File: src/rtl/se2pa_frame.sv
// se2pa_frame: packs serial complex samples into 4-lane words, framed as
// FRAME-sample FFT frames with first/last word flags and a sticky abort flag.
// Lane 0 of each word is the earliest sample.
// Optional build macro SE2PA_BITREV_EN: buffers a whole frame at bit-reversed
// sample indices, then bursts the FRAME/4 words out while DRDY is held low.
module se2pa_frame #(
  parameter int nb    = 16,
  parameter int FRAME = 32
) (
  input  logic            CLK,
  input  logic            RST,
  input  logic            START,
  input  logic            DVAL,
  input  logic [nb-1:0]   DR,
  input  logic [nb-1:0]   DI,
  output logic            DRDY,
  output logic [4*nb-1:0] OR,
  output logic [4*nb-1:0] OI,
  output logic            OVAL,
  output logic            OFIRST,
  output logic            RDY,
  output logic            ERR
);
  localparam int AW = $clog2(FRAME);
  localparam int CW = AW + 1;
  localparam int NW = FRAME / 4;

  typedef enum logic [1:0] {IDLE, FILL, DRAIN} st_t;

  st_t           st;
  logic [CW-1:0] cnt;
  logic          acc, last, abort;

  assign acc   = DVAL & DRDY;
  assign last  = (cnt == CW'(FRAME - 1));
  // START on the closing sample of a frame is a normal completion, not an abort
  assign abort = acc & START & (st == FILL) & ~last;

`ifdef SE2PA_BITREV_EN
  localparam int WW = $clog2(NW);

  logic [nb-1:0]   br_r [FRAME];
  logic [nb-1:0]   br_i [FRAME];
  logic [WW:0]     wcnt;
  logic [WW-1:0]   rd_sel;
  logic [AW-1:0]   wr_idx;
  logic            wr_en;
  logic [4*nb-1:0] rd_r, rd_i;

  function automatic logic [AW-1:0] rev(input logic [AW-1:0] a);
    for (int b = 0; b < AW; b++) rev[b] = a[AW-1-b];
  endfunction

  assign wr_en  = acc & ((st == FILL) | START);
  assign wr_idx = ((st == FILL) && !abort) ? rev(cnt[AW-1:0]) : '0;
  // word 0 is read on the closing accept; for FRAME>=8 the closing sample
  // lands in the last word, so word 0 never collides with that write
  assign rd_sel = (st == DRAIN) ? wcnt[WW-1:0] : '0;

  // frame buffer written at the bit-reversed sample index
  always_ff @(posedge CLK) begin
    if (wr_en) begin
      br_r[wr_idx] <= DR;
      br_i[wr_idx] <= DI;
    end
  end

  // gather the four lanes of the word being emitted, natural index order
  always_comb begin
    rd_r = '0;
    rd_i = '0;
    for (int k = 0; k < 4; k++) begin
      rd_r[k*nb +: nb] = br_r[{rd_sel, 2'(k)}];
      rd_i[k*nb +: nb] = br_i[{rd_sel, 2'(k)}];
    end
  end

  // framing FSM: fill the buffer, then burst the words with DRDY held low
  always_ff @(posedge CLK or negedge RST) begin
    if (!RST) begin
      st     <= IDLE;
      cnt    <= '0;
      wcnt   <= '0;
      DRDY   <= 1'b1;
      OR     <= '0;
      OI     <= '0;
      OVAL   <= 1'b0;
      OFIRST <= 1'b0;
      RDY    <= 1'b0;
      ERR    <= 1'b0;
    end else begin
      OVAL   <= 1'b0;
      OFIRST <= 1'b0;
      RDY    <= 1'b0;
      case (st)
        IDLE: begin
          if (acc && START) begin
            cnt <= CW'(1);
            st  <= FILL;
          end
        end
        FILL: begin
          if (abort) begin
            ERR <= 1'b1;
            cnt <= CW'(1);
          end else if (acc) begin
            cnt <= cnt + CW'(1);
            if (last) begin
              OR     <= rd_r;
              OI     <= rd_i;
              OVAL   <= 1'b1;
              OFIRST <= 1'b1;
              RDY    <= (NW == 1);
              wcnt   <= (WW+1)'(1);
              DRDY   <= 1'b0;
              st     <= DRAIN;
            end
          end
        end
        DRAIN: begin
          if (wcnt != (WW+1)'(NW)) begin
            OR   <= rd_r;
            OI   <= rd_i;
            OVAL <= 1'b1;
            RDY  <= (wcnt == (WW+1)'(NW - 1));
            wcnt <= wcnt + (WW+1)'(1);
          end else begin
            DRDY <= 1'b1;
            st   <= IDLE;
          end
        end
        default: st <= IDLE;
      endcase
    end
  end

`else
  logic [2:0][nb-1:0] lr, li;

  assign DRDY = 1'b1;

  // framing FSM: lanes 0..2 are held, lane 3 goes straight into the output word
  always_ff @(posedge CLK or negedge RST) begin
    if (!RST) begin
      st     <= IDLE;
      cnt    <= '0;
      lr     <= '0;
      li     <= '0;
      OR     <= '0;
      OI     <= '0;
      OVAL   <= 1'b0;
      OFIRST <= 1'b0;
      RDY    <= 1'b0;
      ERR    <= 1'b0;
    end else begin
      OVAL   <= 1'b0;
      OFIRST <= 1'b0;
      RDY    <= 1'b0;
      case (st)
        IDLE: begin
          if (acc && START) begin
            lr[0] <= DR;
            li[0] <= DI;
            cnt   <= CW'(1);
            st    <= FILL;
          end
        end
        FILL: begin
          if (abort) begin
            ERR   <= 1'b1;
            lr[0] <= DR;
            li[0] <= DI;
            cnt   <= CW'(1);
          end else if (acc) begin
            cnt <= cnt + CW'(1);
            if (cnt[1:0] == 2'd3) begin
              OR     <= {DR, lr[2], lr[1], lr[0]};
              OI     <= {DI, li[2], li[1], li[0]};
              OVAL   <= 1'b1;
              OFIRST <= (cnt == CW'(3));
              RDY    <= last;
            end else begin
              lr[cnt[1:0]] <= DR;
              li[cnt[1:0]] <= DI;
            end
            if (last) st <= IDLE;
          end
        end
        default: st <= IDLE;
      endcase
    end
  end
`endif

endmodule

File: config.mk
export PLATFORM = sky130hd
export DESIGN_NAME = se2pa_frame
export DESIGN_NICKNAME = d
export VERILOG_FILES = /design/src/rtl/se2pa_frame.sv
export SDC_FILE = /design/constraint.sdc
export NUM_CORES = 1
export LEC_CHECK = 0
export ABC_AREA = 1
export CAP_MARGIN = 20
export CORE_MARGIN = 4
export CORE_UTILIZATION = 52
export CTS_CLUSTER_SIZE = 40
export DETAILED_ROUTE_END_ITERATION = 7
export PLACE_DENSITY_LB_ADDON = 0.08
export SLEW_MARGIN = 20
export SYNTH_ARGS = -nofsm -noshare
export SYNTH_HDL_FRONTEND = slang
export SYNTH_SLANG_ARGS = --single-unit
File: constraint.sdc
create_clock -name CLK -period 2.6 [get_ports CLK]
set_clock_uncertainty 0.2 [all_clocks]
set_input_delay 0.65 -clock CLK [delete_from_list [all_inputs] [get_ports CLK]]
set_output_delay 0.65 -clock CLK [all_outputs]
set_load 0.005 [all_outputs]
-- Word level (Yosys, flattened, before mapping)
Cells that the tools add are included.
- $add $sub $neg: 1
- multiply operators: 0
- divide/modulo/power cells: 0
- order comparisons: 2
- equal/unequal tests: 10
- shifts and indexed selects: 0
- multiplexer cells: 35
- bitwise gates (word level): 6
- reduce and logical (&&, ||, !) cells: 10
- operator list (kind ; number):
    $mux 16 ; 9
    $bwmux 48 ; 2
    $pmux 16 s2 ; 2
    $demux 16 s2 ; 1
    $mux 6 ; 3
    $reduce_and 4->1 ; 4
    $mux 1 ; 12
    $pmux 6 s2 ; 1
    $mux 2 ; 4
    $ne 2x2->1 const B ; 4
    $add 6x1->6 const B ; 1
    $eq 6x2->1 const B ; 1
    $eq 6x5->1 const B ; 1
    $ne 3x3->1 const B ; 2
    $pmux 2 s2 ; 1
    $and 1x1->1 ; 3
    $lt 2x3->1 const B ; 1
    $not 1->1 ; 3
    $reduce_and 3->1 ; 1
    $eq 2x1->1 const B ; 1
    $eq 2x2->1 const B ; 1
    $ge 2x1->1 const B ; 1
    $logic_and 1x1->1 ; 2
    $logic_not 2->1 ; 1
    2 further kinds ; 2
- register bits after elaboration: 236
- bits in latches: 0
- bits in writable memories: 0
- memory bits (read-only): 0
- input bits: 36
- output and inout bits: 133
- logic and storage cells: 78
- memories kept: 0

-- Logic depth before layout (Yosys ltp)
Gate-level depths: netlist (run 1).
- word-level depth: 9
- gate-level depth with buffers: 9
- gate-level depth less buffers: 7

-- Least setup slack after synthesis (run 1)
No wires, ideal clock.
- kind: reg-to-reg
- from: register cnt[0]
- to: register li[33] in the netlist's numbering
- setup time: 0.066 ns
- arrival: 1.669 ns
- data required time: 2.334 ns
- slack: 0.666 ns
- cell stages (with the launch flop): 8
- buffers on the path: 3
- period minus slack after synthesis: 1.934 ns
- cells stage by stage: dfrtp_1 -> ha_1 -> inv_2 -> buf_2 -> clkbuf_1 -> clkbuf_1 -> nand4_1 -> nand2_1
- word-level cells in the longest chain between the ends: 5
- elaborated cells between the ends (all ways): 13
- those cells by class: 2 x order compare; 2 x eq/ne; 3 x mux; 4 x bitwise; 2 x reduce/logical
- ends and longest elaborated chain (item ; line ; RTL):
    from (decl) ; 31 ; logic [CW-1:0] cnt;
    from (signal assigned) ; 175 ; cnt <= cnt + CW'(1);
    $lt 2x3->1 (not written as such) (tied with other cells) ; 184 ; li[cnt[1:0]] <= DI;
    $logic_and 1x1->1 (not written as such) or $not 1->1 (tied branches) ; 184, 37 ;
    $mux 16 (not written as such) or $and 1x1->1 (tied branches) ; 184, 37 ;
    $demux 16 s2 or $not 1->1 (tied branches) ; n/a ;
    $bwmux 48 or $reduce_and 4->1 (tied branches) ; n/a ;
    to (decl) ; 138 ; logic [2:0][nb-1:0] lr, li;
Parallel ways exist; a longest one is shown, timed or not.
A chain may end at the register's enable or synchronous reset.

-- Worst setup path after layout (run 1)
- from: register cnt[0]
- to: register OR[28]
- word-level cells in the longest chain between the ends: 5
- elaborated cells between the ends (all ways): 6
- those cells by class: 2 x eq/ne; 3 x bitwise; 1 x reduce/logical
- ends and longest elaborated chain (item ; line ; RTL):
    $eq 6x5->1 ; 35 ; assign last = (cnt == CW'(FRAME - 1));
    $not 1->1 ; 37 ; assign abort = acc & START & (st == FILL) & ~last;
    $and 1x1->1 ; 37 ;
    $not 1->1 (no line) ; n/a ;
    $reduce_and 4->1 (no line) * ; n/a ;
    to (signal assigned) ; 177 ; OR <= {DR, lr[2], lr[1], lr[0]};
    to (decl) ; 17 ; output logic [4*nb-1:0] OR,
Every way passes the cells marked *; elsewhere a longest branch is shown, timed or not.

==> impl_metrics.toml, run 1 <==
[detailed_routing]
ant_nets = 0
wl_per_cell_um = 18.45
detail_route.drc_violations = 0
first_pass_iters = 5
vias_per_cell = 5.533
routed_wl_mm = 26.49
vias = 7945
initialDrtViolationCount = 638

[pwr]
p_clk_frac = 0.247
p_switching_mw = 4.620
total_power_mw = 14.60
seqPwrFrac = 0.432
powerDensity_nw_per_um2 = 1185
combPwrFrac = 0.321
p_leak_nw = 6.066
vdd_drop_max_uv = 643.2
swShare = 0.3163
p_int_mw = 9.984

[finish]
drive_gt1_frac = 0.06297
syn_to_final_growth_pct = 30.48
diodes = 0
nNetsFinal = 1232
num-fill-cells = 1426

[clocking]
cts_setup_buffers = 0
cts_inserted_buffers = 25
h-tree-depth = 1
clk_latency_ps = 510
cts.sinks = 235
clk_pin_slew_worst_paths_ps = 60
hold_buffers = 1
clock_path_buffers = 3
cts_tree = "done"
cts_resized = 0
clock_tree.root_cell = "clkbuf_16"

[placement]
port_buffers = 167
hpwl_mm = 16.65
gp_congestion = 0.8407
place_ws_ps = 21.41

[sta]
fmax_mhz = 422.9
finalCritPeriodShare = 0.9094
relSlewSlack = 0.3647
hold_slack_ps = 269.4
rsz0062_at_grt = "no"
period_minus_slack_ps = 2365
setup_viol = 0
fin_setup_tns_ps = 0
slew_viol_final = 0
tightest_slew_ps = 952.9
hold_viol = 0
final.setup.worst_slack_ps = 235.5

[logic_synthesis]
synth-edff-count = 0
synth_area_sq_um = 9443
synth.net_count = 1089
synth_area_leaders = "dfrtp_1 62%, nand2_1 18%, o21ai_0 6.9%"
synth_top_family_by_area = "simple AND/OR/NAND/NOR gates"
synth_ff_type = "dfrtp_1"
yosys.area.top_type = "dfrtp_1"
netlist_instances = 1049
async_reset_ff_frac = 1.000
synth_xor_area_frac = 0.001855
synth_top_area_share = 0.6228
ys_types = 24
yosys.area_share.simple = 0.2556
synth.area.mux_share = 0
syn_area_per_cell_sq_um = 9.002
synth_compound_area_frac = 0.07221
synthAdderAreaFrac = 0.005300
synth_seq_area_share = 0.6228
yosysWarnings = 0
ys_seq_elements = 235

[worst_setup_path]
worstPathArrival_ps = 2600
worstPathRequired_ps = 2840
cp-end-kind = "register"
worstPathMaxFanout = 35
start_kind = "register"
path_class = "register to register"

[floorplanning]
start_util = 0.5275
rows = 49
dieWidth_um = 142.8
die_h_um = 142.8
die_area_sq_um = 20380
pin_count = 169
core_sq_um = 17900

[global_routing]
grt_pass1_wl_mm = 42.30
grt_max_degree = 100
antenna_found_initial = 0
grt_usage = 0.2590
grt_pass1_vias = 7713
grt_overflow = 0

[hold_path]
hold_path.class = "register to register"

[flow_run]
maxCapViolations = 0

[run_status]
status = "completed"
cell usage in the layout (no fill, tap or decap), types with 6 or more instances in the layout:
| master | synthesis | final |
|---|---|---|
| nand2_1 | 459 | 459 |
| dfrtp_1 | 235 | 235 |
| clkdlybuf4s50_1 | 0 | 166 |
| o21ai_0 | 131 | 131 |
| nand4_1 | 66 | 66 |
| nand3_1 | 35 | 35 |
| clkbuf_16 | 0 | 25 |
| buf_12 | 0 | 15 |
| buf_4 | 6 | 14 |
| inv_1 | 10 | 10 |
| nor2_1 | 11 | 10 |
| clkbuf_8 | 0 | 6 |
worst max-delay path, stage by stage (launching register included):
cell and delay [ps]:
dfrtp_1 420, ha_1 290, nand3_2 160, o21ai_4 230, nand2_4 80, nor2_4 460, buf_12 270, nand2_1 80
nand2_1 80
final timing paths:
check                           cells past startpoint               start                 end  slack, ps
worst max register to register                      8  cnt[0]$_DFFE_PN0P_  OR[28]$_DFFE_PN0P_        240
worst max-delay path                                8  cnt[0]$_DFFE_PN0P_  OR[28]$_DFFE_PN0P_        240
worst min register to register                      2  li[29]$_DFFE_PN0P_  OI[29]$_DFFE_PN0P_        270
min in group asynchronous                           2                 RST  OR[36]$_DFFE_PN0P_        430
max in group asynchronous                           3                 RST  OI[46]$_DFFE_PN0P_       1080
worst min-delay path                                2  li[29]$_DFFE_PN0P_  OI[29]$_DFFE_PN0P_        270
layer usage:
metal	routed length [um]	global-route usage	vias up
met5	0	0	-
met4	697	0.07004	0
met3	1810	0.04320	53
met2	12590	0.4090	300
met1	11400	0.3763	3897
li1	-	-	3695
power groups by stage:
stage | registers [mW] | clock network (mW) | logic (mW)
floorplan | 6.16 | 0 | 1.92
global placement | 6.31 | 0 | 4.58
detailed placement | 6.32 | 0 | 4.70
CTS | 6.30 | 3.66 | 4.74
global route | 6.49 | 3.83 | 5.24
finish | 6.31 | 3.61 | 4.68
cell usage after synthesis (2+ instances only):
cell type and n:
a21oi_1 2, buf_1 4, buf_2 22, buf_4 6, clkbuf_1 49, dfrtp_1 235
ha_1 4, inv_1 10, nand2_1 459, nand3_1 35, nand4_1 66, nor2_1 11
nor2_2 2, nor3_1 4, o21ai_0 131
area by class of cell:
cell class,count,area [sq um],share of cell area
multi-input cells,722,3184,0.2585
inverters,11,43.79,0.003554
well taps,229,286.5,0.02326
repair buffers,197,2092,0.1698
flip-flops and latches,235,5881,0.4773
clock inverters,7,110.1,0.008937
clock buffers,35,723.2,0.05870
registers in the layout (all words and copies together), names as in the netlist:
name and flops:
OI 64, OR 64, li 48, lr 48, cnt 6, ERR 1
OFIRST 1, OVAL 1, RDY 1, st 1
stage by stage:
stage,util,area [sq um],instances
floorplan,-,9443,1049
global placement,0.6411,11480,1393
detailed placement,0.6411,11480,1393
CTS,0.6882,12320,1436
global route,0.6882,12320,1436
finish,0.6882,12320,1436
kinds of logic after synthesis:
logic type,after synthesis
AO/OA/AOI/OAI,134
XOR/XNOR,2
adder cells (fa/ha/maj),4
buffers and inverters,92
flip-flops,235
other,1
AND/OR/NAND/NOR,581
No activity file was read; power rests on OpenSTA's default activity.
==> run 2: changes to the inputs <==
--- a/config.mk
+++ b/config.mk
@@ -11,8 +11,7 @@
 export CORE_UTILIZATION = 52
 export CTS_CLUSTER_SIZE = 40
 export DETAILED_ROUTE_END_ITERATION = 7
-export PLACE_DENSITY_LB_ADDON = 0.08
-export SLEW_MARGIN = 20
+export PLACE_DENSITY_LB_ADDON = 0.1
 export SYNTH_ARGS = -nofsm -noshare
 export SYNTH_HDL_FRONTEND = slang
 export SYNTH_SLANG_ARGS = --single-unit
==> run 2 against run 1 <==
Effect of this change:
- sequential share of layout area rose by 0.13 points
- fmax is 1.7% higher
- routed wire length fell by 1.0%
- critical path type is now register to output port
- critical endpoint is now OR[37]
- highest routed layer unchanged
==> impl_metrics.toml, run 2 (synthesis gave the netlist of run 1 again) <==
[detailed_routing]
routed_wl_mm = 26.21
detail_route.drc_violations = 0
ant_nets = 0
initialDrtViolationCount = 726
vias_per_cell = 5.493
vias = 7915
wl_per_cell_um = 18.19
first_pass_iters = 5

[finish]
final_common_cell = "nand2_1"
num-fill-cells = 1433
top_regs = "OI: 64 flops, OR: 64 flops"
stdcell_count = 1441
drive_gt1_frac = 0.06848
nNetsFinal = 1234
syn_to_final_growth_pct = 30.13
diodes = 0
fin_util = 0.6864
final_cell_mix = "459 x nand2_1, 235 x dfrtp_1, 166 x clkdlybuf4s50_1"
fin_area_sq_um = 12290

[floorplanning]
core_sq_um = 17900
dieWidth_um = 142.8
die_h_um = 142.8
start_util = 0.5275
pin_count = 169
rows = 49
die_area_sq_um = 20380

[sta]
tightest_slew_ps = 896.1
period_minus_slack_ps = 2325
setup_viol = 0
rsz0062_at_grt = "no"
fmax_mhz = 430.1
hold_viol = 0
slew_viol_final = 0
finalCritPeriodShare = 0.8943
relSlewSlack = 0.4026
final.setup.worst_slack_ps = 274.8

[pwr]
p_leak_nw = 6.052
powerDensity_nw_per_um2 = 1174
total_power_mw = 14.43
vdd_drop_max_uv = 835.1

[placement]
place_area_sq_um = 11440
place_ws_ps = -33.36
gp_congestion = 0.8282
port_buffers = 167
post-place-cells = 1393
hpwl_mm = 16.51

[global_routing]
grt_overflow = 0
antenna_found_initial = 0
grt_pass1_wl_mm = 41.83
grt_max_degree = 96
grt_pass1_vias = 7603
grt_usage = 0.2577

[clocking]
clk_latency_ps = 520
cts.sinks = 235
clock_path_buffers = 3
cts_resized = 0
clock_tree.root_cell = "clkbuf_16"
cts_tree = "done"
h-tree-depth = 1
clk_pin_slew_worst_paths_ps = 60
cts_inserted_buffers = 25

[hold_path]
hold_path.class = "register to register"
holdPathEnd = "OI[2]$_DFFE_PN0P_"
holdPathStages = 2
hold_start = "li[2]$_DFFE_PN0P_"

[worst_setup_path]
r2r_start = "cnt[0]$_DFFE_PN0P_"
worstPathMaxFanout = 2
path_cells = "clkdlybuf4s50_1"
cp_top_family = "buffers and inverters"
path_class = "register to output port"
regToRegEndpoint = "li[11]$_DFFE_PN0P_"
start_kind = "register"
max_stage_delay_ps = 570
worstPathRequired_ps = 1750
worstPathArrival_ps = 1480
regToRegSetupSlack_ps = 290
crit_slowest_cell = "clkdlybuf4s50_1"
cp_num_buf_inv = 1
cp-end-kind = "output port"
ff2ff_path_depth = 9

[flow_run]
maxCapViolations = 0

[run_status]
status = "completed"
-- run 2: cell types whose count changed in the layout (fill, tap and decap cells not counted) --
cell | before | now
clkinv_2 | 4 | 11
clkbuf_1 | 4 | 2
buf_12 | 15 | 14
clkbuf_8 | 6 | 2
buf_4 | 14 | 17
bufinv_16 | 3 | 2
clkinvlp_4 | 0 | 3
-- run 2: area by class of cell --
| class | instances | area, sq um | area share |
|---|---|---|---|
| clock inverters | 16 | 137.6 | 0.01120 |
| multi-input cells | 722 | 3184 | 0.2591 |
| well taps | 229 | 286.5 | 0.02332 |
| flip-flops and latches | 235 | 5881 | 0.4786 |
| inverters | 11 | 43.79 | 0.003564 |
| repair buffers | 199 | 2095 | 0.1705 |
| clock buffers | 29 | 660.6 | 0.05376 |
-- run 2: worst max-delay path by stage --
| stage | from | to | slack [ps] | depth (start not counted) |
|---|---|---|---|---|
| after floorplan | cnt[0]$_DFFE_PN0P_ | li[33]$_DFFE_PN0P_ | 670 | 7 |
| after global placement | DVAL | OI[63]$_DFFE_PN0P_ | 30 | 9 |
| after detailed placement | DVAL | OR[40]$_DFFE_PN0P_ | -30 | 9 |
| after CTS | cnt[0]$_DFFE_PN0P_ | OR[40]$_DFFE_PN0P_ | 180 | 8 |
| after global routing | cnt[0]$_DFFE_PN0P_ | lr[8]$_DFFE_PN0P_ | 110 | 9 |
| final | OR[37]$_DFFE_PN0P_ | OR[37] | 270 | 1 |
-- run 2: through the flow --
stage	hold WS, ps	setup TNS [ps]
after floorplan	154.4	0
after CTS	272.2	0
after detailed placement	244.2	-249.0
after global placement	245.2	0
final	268.9	0
after global routing	292.6	0
-- run 2: tightest hold or removal path, cell delays in order (launching register included) --
cell and delay (ps):
dfrtp_1 340, nand2_1 50, nand2_1 50
-- run 2: routing by layer --
metal / global-route usage / part of all wire / vias to the layer above / routed length [um]
met4: 0.08754 / 0.035 / 0 / 916
met3: 0.04521 / 0.072 / 57 / 1897
li1: - / - / 3706 / -
met5: 0 / 0 / - / 0
met2: 0.3999 / 0.47 / 336 / 12210
met1: 0.3721 / 0.43 / 3816 / 11190
-- run 2: power breakdown --
part	internal (mW)	switching [mW]
Sequential	5.32	0.945
Clock	2.02	1.45
Combinational	2.44	2.26
-- run 2: what timing repair did --
item                                    in CTS  in global routing
endpoints found under the hold margin      105                  0
endpoints found under the setup margin       0                  2
hold buffers                                 1                  0
buffers inserted                             0                  2
